--- src/rtl/sync_fifo_param.sv ---
// Parametrised single-clock FIFO with occupancy count, almost-full/almost-empty
// thresholds, sticky overflow/underflow flags and a build-time choice between
// registered-read and first-word-fall-through output.
module sync_fifo_param #(
  parameter int unsigned DATA_W   = 32,
  parameter int unsigned ADDR_W   = 4,
  parameter int unsigned AF_LEVEL = 12,
  parameter int unsigned AE_LEVEL = 2,
  parameter int unsigned FWFT     = 0
) (
  input  logic              clk,
  input  logic              rst,
  input  logic              w_en,
  input  logic [DATA_W-1:0] data_in,
  input  logic              r_en,
  input  logic              clr_err,
  output logic [DATA_W-1:0] data_out,
  output logic              data_valid,
  output logic              full,
  output logic              empty,
  output logic              almost_full,
  output logic              almost_empty,
  output logic [ADDR_W:0]   count,
  output logic              overflow,
  output logic              underflow
);

  localparam int unsigned     DEPTH   = 1 << ADDR_W;
  localparam logic [ADDR_W:0] AfLevel = (ADDR_W + 1)'(AF_LEVEL);
  localparam logic [ADDR_W:0] AeLevel = (ADDR_W + 1)'(AE_LEVEL);
  localparam logic [ADDR_W:0] PtrOne  = (ADDR_W + 1)'(1);

  logic [DATA_W-1:0] mem [DEPTH];

  // Pointers carry one extra wrap bit above the index bits.
  logic [ADDR_W:0]   w_ptr_q, w_ptr_d;
  logic [ADDR_W:0]   r_ptr_q, r_ptr_d;
  logic [ADDR_W:0]   count_q, count_d;
  logic              overflow_q, overflow_d;
  logic              underflow_q, underflow_d;
  logic [ADDR_W-1:0] w_idx, r_idx;
  logic              wr_ok, rd_ok;

  assign w_idx = w_ptr_q[ADDR_W-1:0];
  assign r_idx = r_ptr_q[ADDR_W-1:0];

  // Flags come only from registered state, so w_en/r_en never reach them.
  assign full  = (w_ptr_q[ADDR_W] != r_ptr_q[ADDR_W]) && (w_idx == r_idx);
  assign empty = (w_ptr_q == r_ptr_q);

  assign almost_full  = (count_q >= AfLevel);
  assign almost_empty = (count_q <= AeLevel);
  assign count        = count_q;
  assign overflow     = overflow_q;
  assign underflow    = underflow_q;

  // Acceptance is judged against the pre-edge full/empty flags.
  assign wr_ok = w_en && !full;
  assign rd_ok = r_en && !empty;

  // Next-state for pointers, occupancy and sticky error flags.
  always_comb begin
    w_ptr_d     = w_ptr_q;
    r_ptr_d     = r_ptr_q;
    count_d     = count_q;
    overflow_d  = overflow_q;
    underflow_d = underflow_q;

    if (wr_ok) w_ptr_d = w_ptr_q + PtrOne;
    if (rd_ok) r_ptr_d = r_ptr_q + PtrOne;

    unique case ({wr_ok, rd_ok})
      2'b10:   count_d = count_q + PtrOne;
      2'b01:   count_d = count_q - PtrOne;
      default: count_d = count_q;
    endcase

    // Clear first so a coincident set wins.
    if (clr_err) begin
      overflow_d  = 1'b0;
      underflow_d = 1'b0;
    end
    if (w_en && full)  overflow_d  = 1'b1;
    if (r_en && empty) underflow_d = 1'b1;
  end

  // Control state registers with synchronous reset.
  always_ff @(posedge clk) begin
    if (rst) begin
      w_ptr_q     <= '0;
      r_ptr_q     <= '0;
      count_q     <= '0;
      overflow_q  <= 1'b0;
      underflow_q <= 1'b0;
    end else begin
      w_ptr_q     <= w_ptr_d;
      r_ptr_q     <= r_ptr_d;
      count_q     <= count_d;
      overflow_q  <= overflow_d;
      underflow_q <= underflow_d;
    end
  end

  // Storage array; not reset, and a write coinciding with reset is dropped.
  always_ff @(posedge clk) begin
    if (!rst && wr_ok) begin
      mem[w_idx] <= data_in;
    end
  end

  if (FWFT == 0) begin : g_reg_read
    logic [DATA_W-1:0] rdata_q;
    logic              rvalid_q;

    // Registered read: data lands one cycle after an accepted r_en.
    always_ff @(posedge clk) begin
      if (rst) begin
        rdata_q  <= '0;
        rvalid_q <= 1'b0;
      end else begin
        rvalid_q <= rd_ok;
        if (rd_ok) rdata_q <= mem[r_idx];
      end
    end

    assign data_out   = rdata_q;
    assign data_valid = rvalid_q;
  end else begin : g_fwft_read
    // Head word is always presented; meaningless while empty.
    assign data_out   = mem[r_idx];
    assign data_valid = !empty;
  end

endmodule
--- config.mk ---
export PLATFORM = sky130hd
export DESIGN_NAME = sync_fifo_param
export DESIGN_NICKNAME = d
export VERILOG_FILES = /design/src/rtl/sync_fifo_param.sv
export SDC_FILE = /design/constraint.sdc
export NUM_CORES = 1
export LEC_CHECK = 0
export ABC_AREA = 1
export CORE_MARGIN = 1
export CORE_UTILIZATION = 40
export DETAILED_ROUTE_END_ITERATION = 6
export DONT_BUFFER_PORTS = 1
export HOLD_SLACK_MARGIN = 0.15
export PLACE_DENSITY = 0.52
export SETUP_SLACK_MARGIN = 0.05
export SLEW_MARGIN = 20
export SYNTH_ARGS = -nofsm -noshare
export SYNTH_HDL_FRONTEND = slang
export SYNTH_SLANG_ARGS = --single-unit
--- constraint.sdc ---
create_clock -name clk -period 4.8 [get_ports clk]
set_input_delay 1.44 -clock clk [delete_from_list [all_inputs] [get_ports clk]]
set_output_delay 1.44 -clock clk [all_outputs]
set_load 0.05 [all_outputs]
==> report_table.html <==
<table>
<tr><th>Metric</th><th>Value</th></tr>
<tr><th colspan="2">Run status</th></tr>
<tr><td>Result of the run</td><td>complete, no violations</td></tr>
<tr><th colspan="2">Clock tree</th></tr>
<tr><td>Clk Latency, worst-skew pair</td><td>640 ps</td></tr>
<tr><td>Deepest level of the CTS H-tree</td><td>2</td></tr>
<tr><td>CTS root buffer</td><td>clkbuf_16</td></tr>
<tr><td>Clock slew at the register clock pins of the worst setup and hold paths</td><td>approximately 60 ps</td></tr>
<tr><td>Total CTS buffers</td><td>60</td></tr>
<tr><td>PostCTS Resize Cnt</td><td>0</td></tr>
<tr><td>CTS sink count</td><td>roughly 560</td></tr>
<tr><td>Number of buffers between clock root and the deepest sink</td><td>3</td></tr>
<tr><td>Setup Fix Bufs, Post-CTS</td><td>0</td></tr>
<tr><td>Hold-fix buffers, CTS</td><td>0</td></tr>
<tr><td>CTS tree</td><td>yes</td></tr>
<tr><th colspan="2">Yosys</th></tr>
<tr><td>Synthesized netlist net count</td><td>about 2.3k</td></tr>
<tr><td>Compound-gate portion of the synthesized area</td><td>3.63%</td></tr>
<tr><td>Share of cell area taken by muxes after synthesis</td><td>0%</td></tr>
<tr><td>Synth Area per Inst</td><td>10.3 µm²</td></tr>
<tr><td>Synthesized instance count</td><td>2291</td></tr>
<tr><td>Largest family of logic cells by synthesized area</td><td>simple AND/OR/NAND/NOR gates</td></tr>
<tr><td>Synth async-reset ratio</td><td>0%</td></tr>
<tr><td>EDFF count, synth</td><td>512</td></tr>
<tr><td>Synthesis-stage register bit count</td><td>562</td></tr>
<tr><td>Most instantiated library cell after synthesis</td><td>nand2_1</td></tr>
<tr><td>Arithmetic-cell share of the synthesized area counting full adders, half adders and majority gates</td><td>0.560%</td></tr>
<tr><td>Synth area leader</td><td>edfxtp_1</td></tr>
<tr><td>Seq/Total Area, Yosys</td><td>69.1%</td></tr>
<tr><td>Share of the synthesized area in the top cell type</td><td>around two thirds</td></tr>
<tr><td>Simple logic cell fraction of the synthesized area</td><td>18.9%</td></tr>
<tr><td>Number of distinct library cells after synthesis</td><td>27</td></tr>
<tr><td>Synthesized-area fraction occupied by xor and xnor cells</td><td>0.444%</td></tr>
<tr><td>Largest cells by area after synthesis</td><td>edfxtp_1 (65%), nand2_1 (8.8%), nor2_1 (5.0%)</td></tr>
<tr><td>Cell Area, Synth</td><td>23700 µm²</td></tr>
<tr><td>Number of warning messages in the yosys log</td><td>0</td></tr>
<tr><td>Most frequent cells after synthesis</td><td>nand2_1 (555), edfxtp_1 (512), nor2_1 (317)</td></tr>
<tr><td>Most instantiated flip-flop cell in the synthesis netlist</td><td>edfxtp_1</td></tr>
<tr><th colspan="2">Power</th></tr>
<tr><td>Leakage power summed over all cells</td><td>10.7 nW</td></tr>
<tr><td>Power density over the cells</td><td>428 nW/µm²</td></tr>
<tr><td>Worst-case vdd ir drop</td><td>around 270 µV</td></tr>
<tr><th colspan="2">Die</th></tr>
<tr><td>Initial core utilization</td><td>40.7%</td></tr>
<tr><td>Std-Cell Core Area</td><td>58100 µm²</td></tr>
<tr><td>Die width</td><td>around 250 µm</td></tr>
<tr><td>Number of placed I/O pins</td><td>81</td></tr>
<tr><td>Die area</td><td>60200 µm²</td></tr>
<tr><td>Die Y</td><td>245 µm</td></tr>
<tr><td>FP Rows</td><td>88</td></tr>
<tr><th colspan="2">Timing</th></tr>
<tr><td>Slew at the pin closest to its max-slew limit</td><td>roughly 1100 ps</td></tr>
<tr><td>Final cycle utilization of the critical path</td><td>86.8%</td></tr>
<tr><td>Clock Skew</td><td>17.0 ps</td></tr>
<tr><td>Post-route setup TNS</td><td>0 ps</td></tr>
<tr><td>Worst-case setup margin in the final layout</td><td>roughly 630 ps</td></tr>
<tr><td>Shortest clock period the worst path allows after layout</td><td>4170 ps</td></tr>
<tr><td>Unrepaired setup endpoints after global routing</td><td>no</td></tr>
<tr><td>Fin. Hold Viols</td><td>0</td></tr>
<tr><td>Normalized max-slew margin</td><td>a little over a quarter</td></tr>
<tr><td>Setup violation total in the final timing report</td><td>0</td></tr>
<tr><td>F_max</td><td>240 MHz</td></tr>
<tr><td>Count of final max-slew check failures</td><td>0</td></tr>
<tr><th colspan="2">Detailed routing</th></tr>
<tr><td>Vias</td><td>15.1k</td></tr>
<tr><td>Number of DRC markers in iteration 0</td><td>926</td></tr>
<tr><td>Drt total wl</td><td>approximately 58000 µm</td></tr>
<tr><td>Vias/cell</td><td>between 4 and 5</td></tr>
<tr><td>ANT nets after route</td><td>0</td></tr>
<tr><td>DRC</td><td>0</td></tr>
<tr><td>WL/cell</td><td>18.8 µm</td></tr>
<tr><td>Number of iterations in the first detailed-routing pass</td><td>5</td></tr>
<tr><th colspan="2">Worst setup path</th></tr>
<tr><td>Required @ worst endpoint</td><td>3360 ps</td></tr>
<tr><td>Endpoint class of the critical path</td><td>output pin</td></tr>
<tr><td>Worst flop-to-flop path startpoint</td><td>r_ptr_q[1]$_SDFFE_PP0P_</td></tr>
<tr><td>Register-to-register path setup slack</td><td>~1400 ps</td></tr>
<tr><td>Worst EP arrival</td><td>2730 ps</td></tr>
<tr><td>Worst Path Max Fanout</td><td>48</td></tr>
<tr><td>Setup Crit Path Kind</td><td>reg2out</td></tr>
<tr><td>Path depth of the worst reg2reg path</td><td>10</td></tr>
<tr><td>Startpoint kind of the worst setup timing path</td><td>flop</td></tr>
<tr><td>Capturing point of the worst reg2reg path</td><td>mem[5][4]$_DFFE_PP_</td></tr>
<tr><th colspan="2">Global route</th></tr>
<tr><td>Maximum number of pins on one net before global-route repair</td><td>198</td></tr>
<tr><td>Remaining Overflow, GRT</td><td>0</td></tr>
<tr><td>First-pass GRT wire length</td><td>89800 µm</td></tr>
<tr><td>Total Routing Usage GR</td><td>between 10% and 20%</td></tr>
<tr><td>Number of antenna violations at the first check in global routing</td><td>1</td></tr>
<tr><td>Number of global-route vias before repair</td><td>14.8k</td></tr>
<tr><th colspan="2">Place</th></tr>
<tr><td>Placed wire-length estimate</td><td>32500 µm</td></tr>
<tr><td>Port Buf Inserts</td><td>0</td></tr>
<tr><td>Final estimated routing congestion in global placement</td><td>0.773</td></tr>
<tr><td>Worst slack after detailed placement</td><td>about 1300 ps</td></tr>
<tr><th colspan="2">Layout</th></tr>
<tr><td>Post-layout net count</td><td>2317</td></tr>
<tr><td>Number of fillers in the final layout</td><td>5420</td></tr>
<tr><td>Ratio of cells with drive above 1 in the final layout</td><td>6.59%</td></tr>
<tr><td>FF/Latch Area</td><td>between 15000 and 20000 µm²</td></tr>
<tr><td>Area of the multi-input gates</td><td>5710 µm²</td></tr>
<tr><td>Count of inserted antenna diode cells</td><td>0</td></tr>
<tr><td>Signed area change from the synthesized netlist to the final layout</td><td>12.2%</td></tr>
<tr><th colspan="2">Min path</th></tr>
<tr><td>Startpoint of the worst hold path</td><td>r_ptr_q[4]$_SDFFE_PP0P_</td></tr>
<tr><td>Worst Hold Depth</td><td>2</td></tr>
<tr><td>Endpoint with the worst hold slack</td><td>r_ptr_q[4]$_SDFFE_PP0P_</td></tr>
<tr><td>Worst min-delay path class</td><td>reg2reg</td></tr>
<tr><th colspan="2">Job</th></tr>
<tr><td>Number of violations of the max-capacitance limit</td><td>0</td></tr>
</table>
[report_power, final]
| part | internal, mW | switching, mW |
|---|---|---|
| registers | 5.43 | 0.291 |
| clock network | 2.54 | 1.94 |
| logic | 0.356 | 0.824 |
| total | 8.33 | 3.05 |
[cells by family (layout without fill, tap and decap cells)]
group,Yosys count,count (layout)
xor gates and xnor gates,12,12
DFF,562,562
and+or+nand+nor,1106,1106
buffers and inverters,430,459
adders and majority gates,10,10
AOI/OAI and AO/OA,171,171
[flip-flops by register name (all words and copies together) (netlist names)]
register	cells
count	5
data_out	32
data_valid	1
mem	512
overflow	1
r_ptr_q	5
underflow	1
w_ptr_q	5
[stage by stage]
stage | instance area [µm²] | std cells | hold WS, ps | util (%) | total power, mW
6_report | 26600 | 3085 | 505 | 45.7 | 11.4
4_1_cts | 26500 | 3084 | 507 | 45.7 | 11.5
3_3_place_gp | 24500 | 2969 | 495 | 42.2 | 7.01
2_1_floorplan | 23700 | 2291 | 476 | - | 6.71
5_1_grt | 26600 | 3085 | 517 | 45.7 | 11.9
3_5_place_dp | 24600 | 2972 | 498 | 42.3 | 7.02
[cells in the final DEF (no fill, tap or decap), types with 5 or more instances in the layout]
master / count
clkinv_2: 12
ha_1: 9
xor2_1: 8
o21ai_0: 131
clkbuf_8: 5
clkbuf_16: 60
dfxtp_1: 47
clkbuf_1: 11
nand3_1: 227
inv_1: 307
a21oi_1: 34
clkinv_1: 16
edfxtp_1: 512
o21ai_1: 5
buf_4: 23
nor2_1: 300
nand2_1: 555
buf_12: 6
nor2_4: 18
[worst max-delay path by stage]
stage | to | from
after global placement | full | r_ptr_q[1]$_SDFFE_PP0P_
after CTS | full | r_ptr_q[1]$_SDFFE_PP0P_
final | full | r_ptr_q[1]$_SDFFE_PP0P_
after global routing | full | r_ptr_q[1]$_SDFFE_PP0P_
after floorplan | almost_empty | count[1]$_SDFFE_PP0P_
after detailed placement | full | r_ptr_q[1]$_SDFFE_PP0P_
[layout make-up]
type | count | area share [%]
Clock buffer | 76 | 6.07
Clock inverter | 36 | 1.19
Inverter | 314 | 4.46
Multi-Input combinational cell | 1299 | 21.5
Sequential cell | 562 | 61.7
Tap cell | 765 | 3.60
Timing Repair Buffer | 33 | 1.52
[metal layers]
metal  routed length, µm  global-route usage (%)  share of wire [%]
met4                1240                    5.17                2.1
met1               26500                    27.1                 46
met2               27400                    32.2                 47
met3                2870                    3.37                4.9
met5                   0                       0                  0
[critical path: stages (launching register included)]
cell	delay, ps
dfxtp_4	750
inv_4	400
nand2_1	160
nand2_1	100
nor2_4	160
nand3b_2	150
inv_1	370
(Power assumes the default switching activity.)
